===== src/rtl/multicycle_sequencer_if.sv =====
// multicycle_sequencer_if: memory request handshake between
// the control sequencer (master) and the memory (slave).
interface multicycle_sequencer_if;
  logic mem_req;
  logic mem_we;
  logic mem_ready;

  modport master (
    output mem_req,
    output mem_we,
    input  mem_ready
  );

  modport slave (
    input  mem_req,
    input  mem_we,
    output mem_ready
  );
endinterface


===== src/rtl/multicycle_sequencer.sv =====
// multicycle_sequencer: fetch/decode/execute/mem/wb control FSM.
// MEM_TIMEOUT_EN: fault after TIMEOUT_CYCLES of memory stall.
module multicycle_sequencer #(
  parameter int unsigned TIMEOUT_CYCLES = 16,
  parameter logic [3:0]  HALT_OPCODE    = 4'b1111
) (
  input  logic       clk,
  input  logic       rst_n,
  input  logic [3:0] opcode,
  input  logic       zero,
  multicycle_sequencer_if.master mem,
  output logic       ir_write,
  output logic       pc_write,
  output logic       pc_src,
  output logic       reg_write,
  output logic       reg_dst,
  output logic       alu_src,
  output logic       mem_to_reg,
  output logic [2:0] alu_op,
  output logic [2:0] state,
  output logic       halted,
  output logic       fault
);

  typedef enum logic [2:0] {
    S_IDLE    = 3'd0,
    S_FETCH   = 3'd1,
    S_DECODE  = 3'd2,
    S_EXECUTE = 3'd3,
    S_MEM     = 3'd4,
    S_WB      = 3'd5,
    S_HALT    = 3'd6,
    S_FAULT   = 3'd7
  } state_e;

  state_e state_q, state_d;

  logic is_rtype;
  logic is_load;
  logic is_store;
  logic is_branch;
  logic mem_req_c;
  logic mem_we_c;
  logic timed_out;

  assign is_rtype  = (opcode[3:2] == 2'b00);
  assign is_load   = (opcode == 4'b0100);
  assign is_store  = (opcode == 4'b0101);
  assign is_branch = (opcode == 4'b0110);

`ifdef MEM_TIMEOUT_EN
  localparam logic [7:0] TO_LIM = 8'(TIMEOUT_CYCLES);

  logic [7:0] wait_q, wait_d;
  logic [7:0] wait_inc;

  assign wait_inc  = wait_q + 8'd1;
  assign timed_out = (wait_inc == TO_LIM);

  // Counter restarts whenever the FSM leaves or enters a wait state.
  always_comb begin
    wait_d = 8'd0;
    if (mem_req_c && !mem.mem_ready && state_d == state_q)
      wait_d = wait_inc;
  end

  always_ff @(posedge clk or negedge rst_n) begin
    if (!rst_n) wait_q <= 8'd0;
    else        wait_q <= wait_d;
  end
`else
  assign timed_out = 1'b0;
`endif

  always_comb begin
    state_d    = state_q;
    mem_req_c  = 1'b0;
    mem_we_c   = 1'b0;
    ir_write   = 1'b0;
    pc_write   = 1'b0;
    pc_src     = 1'b0;
    reg_write  = 1'b0;
    reg_dst    = 1'b0;
    alu_src    = 1'b0;
    mem_to_reg = 1'b0;
    alu_op     = 3'b000;
    case (state_q)
      S_IDLE: state_d = S_FETCH;
      S_FETCH: begin
        mem_req_c = 1'b1;
        ir_write  = mem.mem_ready;
        pc_write  = mem.mem_ready;
        if (mem.mem_ready) state_d = S_DECODE;
        else if (timed_out) state_d = S_FAULT;
      end
      S_DECODE: begin
        unique case (1'b1)
          (opcode == HALT_OPCODE): state_d = S_HALT;
          (opcode <= 4'b0110):     state_d = S_EXECUTE;
          default:                 state_d = S_FAULT;
        endcase
      end
      S_EXECUTE: begin
        unique case (1'b1)
          is_rtype: begin
            alu_op  = opcode[2:0];
            state_d = S_WB;
          end
          is_load, is_store: begin
            alu_src = 1'b1;
            state_d = S_MEM;
          end
          is_branch: begin
            alu_op   = 3'b001;
            pc_write = zero;
            pc_src   = 1'b1;
            state_d  = S_FETCH;
          end
          default: state_d = S_FAULT;
        endcase
      end
      S_MEM: begin
        mem_req_c = 1'b1;
        mem_we_c  = is_store;
        alu_src   = 1'b1;
        if (mem.mem_ready)
          state_d = is_load ? S_WB : S_FETCH;
        else if (timed_out)
          state_d = S_FAULT;
      end
      S_WB: begin
        reg_write  = 1'b1;
        reg_dst    = is_rtype;
        mem_to_reg = is_load;
        state_d    = S_FETCH;
      end
      default: state_d = state_q;
    endcase
  end

  always_ff @(posedge clk or negedge rst_n) begin
    if (!rst_n) state_q <= S_IDLE;
    else        state_q <= state_d;
  end

  assign mem.mem_req = mem_req_c;
  assign mem.mem_we  = mem_we_c;
  assign state       = state_q;
  assign halted      = (state_q == S_HALT);
  assign fault       = (state_q == S_FAULT);

endmodule


===== src/flat_wrapper.sv =====
// flat-port wrapper written by rule: the top's interface ports become plain ports
module multicycle_sequencer_flat 
#(
  parameter int unsigned TIMEOUT_CYCLES = 16,
  parameter logic [3:0]  HALT_OPCODE    = 4'b1111
)
  (clk, rst_n, opcode, zero, ir_write, pc_write, pc_src, reg_write, reg_dst, alu_src, mem_to_reg, alu_op, state, halted, fault, mem_mem_req, mem_mem_we, mem_mem_ready);
  multicycle_sequencer_if mem_i ();
  input  logic clk;
  input  logic rst_n;
  input  logic [3:0] opcode;
  input  logic zero;
  output logic ir_write;
  output logic pc_write;
  output logic pc_src;
  output logic reg_write;
  output logic reg_dst;
  output logic alu_src;
  output logic mem_to_reg;
  output logic [2:0] alu_op;
  output logic [2:0] state;
  output logic halted;
  output logic fault;
  output wire logic [$bits(mem_i.mem_req)-1:0] mem_mem_req;
  output wire logic [$bits(mem_i.mem_we)-1:0] mem_mem_we;
  input wire logic [$bits(mem_i.mem_ready)-1:0] mem_mem_ready;
  assign mem_mem_req = mem_i.mem_req;
  assign mem_mem_we = mem_i.mem_we;
  assign mem_i.mem_ready = mem_mem_ready;
  multicycle_sequencer #(.TIMEOUT_CYCLES(TIMEOUT_CYCLES), .HALT_OPCODE(HALT_OPCODE)) u_core (.clk(clk), .rst_n(rst_n), .opcode(opcode), .zero(zero), .mem(mem_i), .ir_write(ir_write), .pc_write(pc_write), .pc_src(pc_src), .reg_write(reg_write), .reg_dst(reg_dst), .alu_src(alu_src), .mem_to_reg(mem_to_reg), .alu_op(alu_op), .state(state), .halted(halted), .fault(fault));
endmodule

===== config.mk =====
export PLATFORM = sky130hd
export DESIGN_NAME = multicycle_sequencer_flat
export DESIGN_NICKNAME = d
export VERILOG_FILES = /design/src/rtl/multicycle_sequencer_if.sv /design/src/rtl/multicycle_sequencer.sv /design/src/flat_wrapper.sv
export SDC_FILE = /design/constraint.sdc
export NUM_CORES = 1
export LEC_CHECK = 0
export ABC_AREA = 1
export CORE_AREA = 2 2 39 41
export DETAILED_ROUTE_END_ITERATION = 10
export DIE_AREA = 0 0 41 43
export HOLD_SLACK_MARGIN = 0.15
export PLACE_DENSITY_LB_ADDON = 0.1
export SYNTH_ARGS = -nofsm -noshare
export SYNTH_HDL_FRONTEND = slang
export SYNTH_SLANG_ARGS = --single-unit

===== constraint.sdc =====
create_clock -name clk -period 1.3 [get_ports clk]
set_input_delay 0.26 -clock clk [delete_from_list [all_inputs] [get_ports clk]]
set_output_delay 0.26 -clock clk [all_outputs]
set_load 0.01 [all_outputs]

==> results.json <==
{
  "status": "complete, but fails checks",
  "violations": "setup timing",
  "largest_register_ff_count": 3,
  "ctsHoldBuffers": 0,
  "numCtsBuffers": 3,
  "period_minus_slack_ns": 1.560,
  "n_antenna_cell": 0,
  "vias": 674,
  "cts_tree": "done",
  "ff2ff_setup_slack_ns": -0.02,
  "fin_cells": 150,
  "numPortBuffers": 23,
  "ys_top_cells_by_area": "nand2_1 22%, dfrtp_1 18%, inv_1 12%, nor2_1 9.9%, nand3_1 8.4%",
  "dp_cells": 136,
  "critPathKind": "reg2out",
  "syn_area_sq_um": 417.9,
  "cts_sinks": 3,
  "synth_seq_cells": 3,
  "track_usage_pct": 19.22,
  "maxCapViolCount": 0,
  "antenna_found_initial": 0,
  "core-area_sq_um": 1384,
  "h-tree-depth": 1,
  "hold_path.class": "in2async",
  "final_area_sq_um": 1042,
  "postRouteAntennaNets": 0,
  "drive_above_1_share_pct": 61.19,
  "wl_per_cell_um": 10.77,
  "ys_types": 18,
  "hold_viol_final": 0,
  "drc": 0,
  "totalPowerFinal_mw": 2.151,
  "p_per_area_nw_per_um2": 2064,
  "synth_top_area_cell": "nand2_1",
  "place_area_sq_um": 818.3,
  "critPathLaunchType": "flip-flop",
  "num_io_pins": 25,
  "n_fill_cell": 108,
  "synth_area_per_cell_sq_um": 5.358,
  "setup_viol": 16,
  "seq_area_sq_um": 78.83,
  "critPathMaxFanout": 4,
  "place_congestion": 0.8088,
  "area_growth_syn_to_layout_pct": 149.4,
  "firstDrtPassIters": 4,
  "clock_latency_ns": 0.24,
  "slew_viol_final": 0,
  "postSynthCellCount": 78,
  "final_util_pct": 75.32,
  "multi_input_area_sq_um": 382.9,
  "dp_hpwl_mm": 1.081,
  "grt_overflow": 0,
  "fin_crit_sh_pct": 120.0,
  "required_ns": 1.04,
  "cp.arrival_ns": 1.30,
  "synth_warnings": 0,
  "grt_max_degree": 6,
  "num_rows": 14,
  "ys_seq_area_share_pct": 17.96,
  "vias_per_cell": 4.493,
  "rsz0062_at_grt": "yes",
  "ff2ff_path_depth": 8,
  "synthesis.nets": 86,
  "setup_slack_ns": -0.2598,
  "cp-end-kind": "primary output",
  "drtIter0Drc": 3,
  "skew_ns": 0.004340,
  "fin_setup_tns_ns": -2.483,
  "cts-root-buf": "clkbuf_4",
  "max_freq_ghz": 0.6411,
  "die_x_um": 41,
  "grt_pass1_wl_mm": 2.304,
  "cts.path.max_buffers": 2,
  "synth_top_area_share_pct": 22.46,
  "leakage_nw": 0.5577,
  "num-nets-final": 143,
  "die_h_um": 43,
  "path_clk_slew_ns": 0.04,
  "start_util_pct": 30.20,
  "wl_mm": 1.615,
  "grt_pass1_vias": 582,
  "ir_worst_vdd_mv": 0.7800,
  "dieArea_sq_um": 1763
}
kinds of logic (layout without fill, tap and decap cells):
kind of cell	Yosys count	in the layout	share of synthesized area, %
AOI/OAI and AO/OA	5	5	6.585
buffers and inverters	17	73	17.97
DFF	3	3	17.96
other	1	1	0.8973
and+or+nand+nor	52	52	56.59
worst max-delay path: stages, from the launching register on:
cell     delay [ns]
dfrtp_2        0.44
buf_4          0.16
nor2_4         0.11
nand2_2        0.10
nor3_2         0.10
buf_2          0.15
timing repair:
item / in CTS / in global routing
endpoints found under the setup margin: 17 / 19
buffers inserted: 9 / 4
pin swaps: 7 / 5
hold endpoints to repair: 0 / 0
resized for setup: 93 / 29
synthesized netlist by cell type:
cell / n
buf_4: 1
o211ai_1: 1
nor2_2: 1
nor3_2: 2
o21ai_1: 1
nand3_1: 7
nor3_1: 2
inv_1: 13
nor2_1: 11
dfrtp_1: 3
inv_2: 2
nand2_2: 3
o21ai_0: 2
nor2_4: 1
nand2_1: 25
conb_1: 1
a21oi_1: 1
buf_6: 1
layout make-up:
cell class,count,area share [%]
repair buffers,54,44.42
flip-flops and latches,3,7.563
clock buffers,4,2.521
inverters,15,6.843
multi-input cells,58,36.73
well taps,16,1.921
final timing paths:
check / endpoint / startpoint
min in group clk: u_core.state[2] / u_core.state[2]
worst min-delay path: u_core.state[2] / rst_n
max in group asynchronous: u_core.state[1] / rst_n
worst max register to register: u_core.state[1] / u_core.state[1]
worst max-delay path: mem_mem_we / u_core.state[1]
worst min register to register: u_core.state[2] / u_core.state[2]
metal layers:
| layer | part of all wire (%) | global-route usage (%) | wire [um] |
|---|---|---|---|
| met1 | 39 | 19.74 | 626 |
| met2 | 59 | 35.94 | 954 |
| met4 | 0 | 6.000 | 0 |
| met3 | 2.1 | 3.141 | 34 |
| met5 | 0 | 0 | 0 |
placed cells by master, fill, tap and decap left out, types with 4 or more instances in the layout:
cell type / Yosys / final
buf_2: 0 / 10
buf_4: 1 / 18
buf_6: 1 / 18
dlygate4sd2_1: 0 / 4
inv_1: 13 / 9
inv_4: 0 / 4
nand2_1: 25 / 20
nand2_2: 3 / 5
nand3_1: 7 / 5
nor2_1: 11 / 6
nor2_4: 1 / 4
report_power, final:
| group | internal [mW] | switching (mW) |
|---|---|---|
| registers | 0.152 | 0.0743 |
| logic | 0.935 | 0.821 |
| clock network | 0.115 | 0.0535 |
| total | 1.20 | 0.949 |
through the flow:
| step | hold WS (ns) | setup slack (ns) |
|---|---|---|
| CTS | 0.1967 | -0.2458 |
| finish | 0.2024 | -0.2598 |
| detailed placement | 0.4528 | -0.7525 |
| floorplan | -0.03559 | 0.002383 |
| global placement | 0.4496 | -0.7253 |
| global route | 0.2075 | -0.3237 |
No activity file was read; power rests on OpenSTA's default activity.
